===== src/rtl/rr_request_arb4.sv =====
// Round-robin arbiter for four edge-triggered request lines, feeding the 4-to-2 encoder.
// Each request is latched as a pending bit and granted one at a time over a valid/ready handshake.
module rr_request_arb4 #(
  parameter int RESET_PTR = 0
) (
  input  logic       clk,
  input  logic       rst,
  input  logic       r1,
  input  logic       r2,
  input  logic       r3,
  input  logic       r4,
  input  logic       ready,
  output logic       g1,
  output logic       g2,
  output logic       g3,
  output logic       g4,
  output logic       valid,
  output logic [3:0] pend,
  output logic       ovf
);

  localparam logic [0:0] ST_IDLE  = 1'b0;
  localparam logic [0:0] ST_GRANT = 1'b1;

  logic [0:0] state_reg, state_next;
  logic [3:0] rq_reg;
  logic [3:0] pend_reg, pend_next;
  logic       ovf_reg, ovf_next;
  logic [1:0] ptr_reg, ptr_next;
  logic [3:0] g_reg, g_next;
  logic       valid_reg, valid_next;
  logic [1:0] gidx_reg, gidx_next;

  logic [3:0] req_vec;
  logic [3:0] edge_vec;
  logic [3:0] acc_vec;
  logic       sel_found;
  logic [1:0] sel_idx;
  logic [1:0] cand;

  assign req_vec = {r4, r3, r2, r1};

  genvar gi;
  generate
    for (gi = 0; gi < 4; gi++) begin : g_line
      assign edge_vec[gi] = req_vec[gi] & ~rq_reg[gi];
      assign acc_vec[gi]  = valid_reg & ready & g_reg[gi];
    end
  endgenerate

  // A new edge on a line being accepted this cycle re-arms it rather than overflowing.
  assign pend_next = (pend_reg & ~acc_vec) | edge_vec;
  assign ovf_next  = ovf_reg | (|(edge_vec & pend_reg & ~acc_vec));

  // Search only the registered pending bits, starting at ptr and wrapping.
  always_comb begin
    sel_found = 1'b0;
    sel_idx   = ptr_reg;
    cand      = ptr_reg;
    for (int k = 0; k < 4; k++) begin
      cand = ptr_reg + 2'(k);
      if (!sel_found && pend_reg[cand]) begin
        sel_found = 1'b1;
        sel_idx   = cand;
      end
    end
  end

  always_comb begin
    state_next = state_reg;
    g_next     = g_reg;
    valid_next = valid_reg;
    ptr_next   = ptr_reg;
    gidx_next  = gidx_reg;
    case (state_reg)
      ST_IDLE: begin
        if (sel_found) begin
          g_next     = 4'b0001 << sel_idx;
          valid_next = 1'b1;
          gidx_next  = sel_idx;
          state_next = ST_GRANT;
        end
      end
      default: begin
        // Grant is held untouched until the consumer takes it.
        if (ready) begin
          g_next     = 4'b0000;
          valid_next = 1'b0;
          ptr_next   = gidx_reg + 2'd1;
          state_next = ST_IDLE;
        end
      end
    endcase
  end

  always_ff @(posedge clk or posedge rst) begin
    if (rst) begin
      state_reg <= ST_IDLE;
      rq_reg    <= 4'b1111;
      pend_reg  <= 4'b0000;
      ovf_reg   <= 1'b0;
      ptr_reg   <= 2'(RESET_PTR);
      g_reg     <= 4'b0000;
      valid_reg <= 1'b0;
      gidx_reg  <= 2'd0;
    end else begin
      state_reg <= state_next;
      rq_reg    <= req_vec;
      pend_reg  <= pend_next;
      ovf_reg   <= ovf_next;
      ptr_reg   <= ptr_next;
      g_reg     <= g_next;
      valid_reg <= valid_next;
      gidx_reg  <= gidx_next;
    end
  end

  assign {g4, g3, g2, g1} = g_reg;
  assign valid = valid_reg;
  assign pend  = pend_reg;
  assign ovf   = ovf_reg;

endmodule


===== config.mk =====
export PLATFORM = sky130hd
export DESIGN_NAME = rr_request_arb4
export DESIGN_NICKNAME = d
export VERILOG_FILES = /design/src/rtl/rr_request_arb4.sv
export SDC_FILE = /design/constraint.sdc
export NUM_CORES = 1
export LEC_CHECK = 0
export BUFFER_PORTS_ARGS = -buffer_cell sky130_fd_sc_hd__buf_2
export CAP_MARGIN = 25
export CORE_ASPECT_RATIO = 1.1
export CORE_MARGIN = 5
export CORE_UTILIZATION = 47
export CTS_CLUSTER_DIAMETER = 80
export DETAILED_ROUTE_END_ITERATION = 6
export GPL_ROUTABILITY_DRIVEN = 0
export PLACE_DENSITY_LB_ADDON = 0.3
export SETUP_SLACK_MARGIN = 0.05
export SKIP_LAST_GASP = 1
export SYNTH_ARGS = -nofsm -noshare
export SYNTH_HDL_FRONTEND = slang
export SYNTH_SLANG_ARGS = --single-unit

===== constraint.sdc =====
create_clock -name clk -period 1.5 [get_ports clk]
set_clock_uncertainty 0.1 [all_clocks]
set_input_delay 0.075 -clock clk [delete_from_list [all_inputs] [get_ports clk]]
set_output_delay 0.075 -clock clk [all_outputs]
set_load 0.01 [all_outputs]

* Word level (Yosys, flattened, before mapping)
Index checks and enable logic that the tools add are counted.
Operators by class: multiplexer cells 24, add/sub/neg operators 4, eq/ne operators 1, reductions and logical operators 11, shifts and indexed selects 1, bitwise gates (word level) 20, order comparisons 4
Operators by type and width (number):
- 1-bit 2-to-1 mux | 14
- 4-bit bitwise AND | 3
- 2-bit by 3-bit less-than comparator with 1-bit output, second input constant | 4
- 4-bit 2-to-1 mux | 3
- 1-bit bitwise AND | 9
- 1-bit binary-select mux with 2-bit select | 4
- 2-bit 2-to-1 mux | 3
- 2-bit AND reduction | 3
- 1-bit inverter | 5
- 2-bit by 1-bit adder with 2-bit output, second input constant | 2
- 2-bit adder, second input constant | 2
- 4-bit inverter | 1
- 4-bit bitwise OR | 1
- 4-bit OR reduction | 1
- 1-bit by 2-bit << shifter with 4-bit output, first input constant | 1
- 1-bit logical AND | 3
- 1-bit zero test | 3
- 2-bit != test, second input constant | 1
- 2-bit nonzero test | 1
- 1-bit bitwise OR | 1
Storage, ports and cells: input port bits 7, register bits after elaboration 19

* Longest topological paths before layout
depth after elaboration 15, mapped depth 5, depth with buffers taken out 4

* Worst setup path before layout
No wires, ideal clock.
kind reg2reg, from register pend_reg[2], in the netlist pend[2], to register g_reg[2], period minus slack after synthesis 1.502 ns, data arrival time 1.307 ns, buffers on the path 0, data required time 1.305 ns, setup slack -0.002 ns, cell stages (with the launch flop) 5, cells stage by stage dfrtp_1 or4_4 mux2i_4 nand2_1 o31ai_1
On the way: cells in the longest elaborated chain, start to end 15, elaborated cells between the ends (all ways) 26, those cells by class shift (1); mux (17); reduce/logical (8)
Ends and longest elaborated chain:
- from (decl) | line 27 | logic [3:0] pend_reg, pend_next;
- from (signal assigned) | line 109 | pend_reg <= pend_next;
- 1-bit binary-select mux with 2-bit select | line 62 | if (!sel_found && pend_reg[cand]) begin
- 1-bit 2-to-1 mux (not written as such) | line 62
- 1-bit 2-to-1 mux | line 62
- 1-bit zero test | line 62
- 1-bit logical AND | line 62
- 1-bit 2-to-1 mux | line 62
- 1-bit zero test | line 62
- 1-bit logical AND | line 62
- 1-bit 2-to-1 mux | line 62
- 1-bit zero test | line 62
- 1-bit logical AND | line 62
- 2-bit 2-to-1 mux | line 62
- 1-bit by 2-bit << shifter with 4-bit output | line 78 | g_next = 4'b0001 << sel_idx;
- 4-bit 2-to-1 mux | line 77 | if (sel_found) begin
- 4-bit 2-to-1 mux | line 75 | case (state_reg)
- to (signal assigned) | line 112 | g_reg <= g_next;
- to (decl) | line 30 | logic [3:0] g_reg, g_next;
Parallel ways exist; a longest one is shown, timed or not. The select of a mux whose other input is x is not followed. A chain may end at the register's enable or synchronous reset.

* Final worst setup path
Same ends and word-level chain as after synthesis.

==> results_dict.tcl <==
set metrics [dict create \
    ys_ff_latch 19 \
    io_pins 17 \
    drc 0 \
    die_width_um 51.2 \
    routed-via-count 755 \
    cts_buffers 3 \
    cp.arrival_ns 1.65 \
    end_kind "flip-flop" \
    clkTransAtPathRegs_ns 0.10 \
    critPathLaunch "pend[2]" \
    drtAntennaViolNets 0 \
    syn_nets 92 \
    hp-class "in2reg" \
    cts_root_buffer "clkbuf_4" \
    areaGrowthSynthToFinish_pct 31.0 \
    synth.most_common_cell "dfrtp_1" \
    drt_pass1_iterations 4 \
    dieArea_um2 2830 \
    crit_end "g_reg[2]" \
    maxCapViolCount 0 \
    leakage_nw 0.518 \
    final_cells 136 \
    place_hpwl_um 1410 \
    yosysSeqAreaShare_pct 54.9 \
    synth-async-reset-ratio_pct 100 \
    fmax_ghz 0.653 \
    regToRegSetupSlack_ns -0.03 \
    rsz0062_at_grt "yes" \
    vdd_drop_max_uv 1020 \
    synth_cells 85 \
    grt_overflow_total 0 \
    place.port_buffers 16 \
    dp_cells 124 \
    cts.sinks 19 \
    initialDrtViolationCount 34 \
    final_nets 126 \
    finalHoldViolCount 0 \
    grt_pass1_vias 772 \
    hold_ws_ns 0.0178 \
    regToRegStartpoint "pend[2]" \
    fin_ws_ns -0.0313 \
    hold_path_depth 2 \
    setup-violations-final 1 \
    core_area_um2 1780 \
    cts_tree "yes" \
    crit_required_ns 1.62 \
    cp_max_fo 5 \
    clk_path_buf_depth 2 \
    clock_latency_ns 0.30 \
    fillers 138 \
    r2r_end "g_reg[2]" \
    power_density_nw_per_um2 1460 \
    maxSlewViolCount 0 \
    antenna_found_initial 0 \
    grt_first_pass_wirelength_um 3390 \
    worstSetupPathType "reg2reg" \
    drive_gt1_share_pct 37.3 \
    grtUsageTotal_pct 15.3 \
    diodes 0 \
    violations "negative setup slack" \
    synth.distinct_cells 30 \
    status "finished with violations" \
    yosys-top-cells-count "15 x dfrtp_1, 12 x nand2_1, 11 x o21ai_0" \
    wl_per_cell_um 14.4 \
    fp.dieH_um 55.3 \
    synth_area_um2 876 \
    min_period_ns 1.53 \
    synth_top_cell_by_area "dfrtp_1" \
    start_kind "flip-flop" \
    synth-edff-count 0 \
    ctsHtreeMaxLevel 1 \
    fp-row-count 16 \
    p_total_mw 1.67 \
    post_synth.cell_area_avg_um2 10.3 \
    start_util_pct 49.2 \
    grt_start_max_net_pins 20 \
    slew_headroom_pct 79.3 \
    period_share_pct 102 \
    totalWireLength_um 1960 \
    synth_top_area_share_pct 42.9 \
    synthTopCellsByArea "dfrtp_1 43%, dfstp_2 12%, o21ai_0 6.3%, nand2_1 5.1%, inv_1 3.0%" \
    rr_worst_depth 4 \
    synth_ff_type "dfrtp_1" \
    via_per_inst 5.55 \
    yosys_warnings 0 \
    tightestPinTransition_ns 0.308 \
]
## logic make-up (layout without fill, tap and decap cells)
logic type	count (synthesis)	after routing	synth area share, %
and+or+nand+nor	31	31	19.0
AOI/OAI and AO/OA	24	24	18.4
DFF	19	19	54.9
buffers and inverters	9	42	4.14
xor gates and xnor gates	1	1	1.00
muxes	1	1	2.57
## metrics by stage
step	setup TNS [ns]	worst slack [ns]	area (um2)	util [%]
2_1_floorplan	0	0.0177	878	-
3_3_place_gp	-0.00106	-0.00106	1020	57.4
3_5_place_dp	-0.0120	-0.0120	1020	57.4
4_1_cts	-0.0338	-0.0175	1130	63.6
5_1_grt	-0.402	-0.0808	1150	64.4
6_report	-0.0313	-0.0313	1150	64.4
## area by class of cell
class / instances / area, um2 / share of cell area [%]
inverters: 7 / 26.3 / 2.29
well taps: 18 / 22.5 / 1.96
flip-flops and latches: 19 / 485 / 42.3
multi-input cells: 57 / 382 / 33.3
repair buffers: 31 / 205 / 17.9
clock buffers: 4 / 26.3 / 2.29
## critical path, cell delays in order, from the launching register on
cell and delay [ns]:
dfrtp_2 0.44, or4_4 0.59, mux2i_4 0.17, nand2_1 0.09
o31ai_2 0.06
## per-layer routing
layer	vias to the layer above	share of wire, %	track usage [%]
met1	355	44	20.9
met5	-	0	0
met2	23	47	22.8
li1	370	-	-
met3	7	5.7	2.15
met4	0	3.2	8.85
## where the power goes
part / switching (mW) / leakage [nW] / internal [mW]
combinational: 0.330 / 0.292 / 0.313
sequential: 0.132 / 0.212 / 0.643
clock: 0.152 / 0.0150 / 0.104
total: 0.614 / 0.518 / 1.06
## cell usage in the layout, fill, tap and decap left out, types with 4 or more instances in the layout
cell type      netlist  final
inv_1                7      7
dfstp_2              4      4
nand2_1             12     12
dfrtp_1             15     11
buf_2                1     16
dfrtp_2              0      4
buf_4                0     10
nor2b_1              4      4
o21ai_0             11      8
dlygate4sd3_1        0      5
nand3_1              4      4
## what timing repair did
item / 4_1_cts / 5_1_grt
buffers inserted: 2 / 1
resized for setup: 4 / 6
setup endpoints to repair: 6 / 7
pin swaps: 5 / 4
hold endpoints to repair: 28 / 0
hold buffers: 5 / 0
## worst min path at each step
stage | startpoint | endpoint | slack, ns
5_1_grt | ready | valid | 0.03
2_1_floorplan | rst | g_reg[0] | -0.08
4_1_cts | ready | valid | 0.02
3_5_place_dp | rst | pend[3] | 0.008
3_3_place_gp | rst | pend[3] | 0.002
6_report | ready | valid | 0.02
Note: power is estimated with default switching activity, not from simulation.
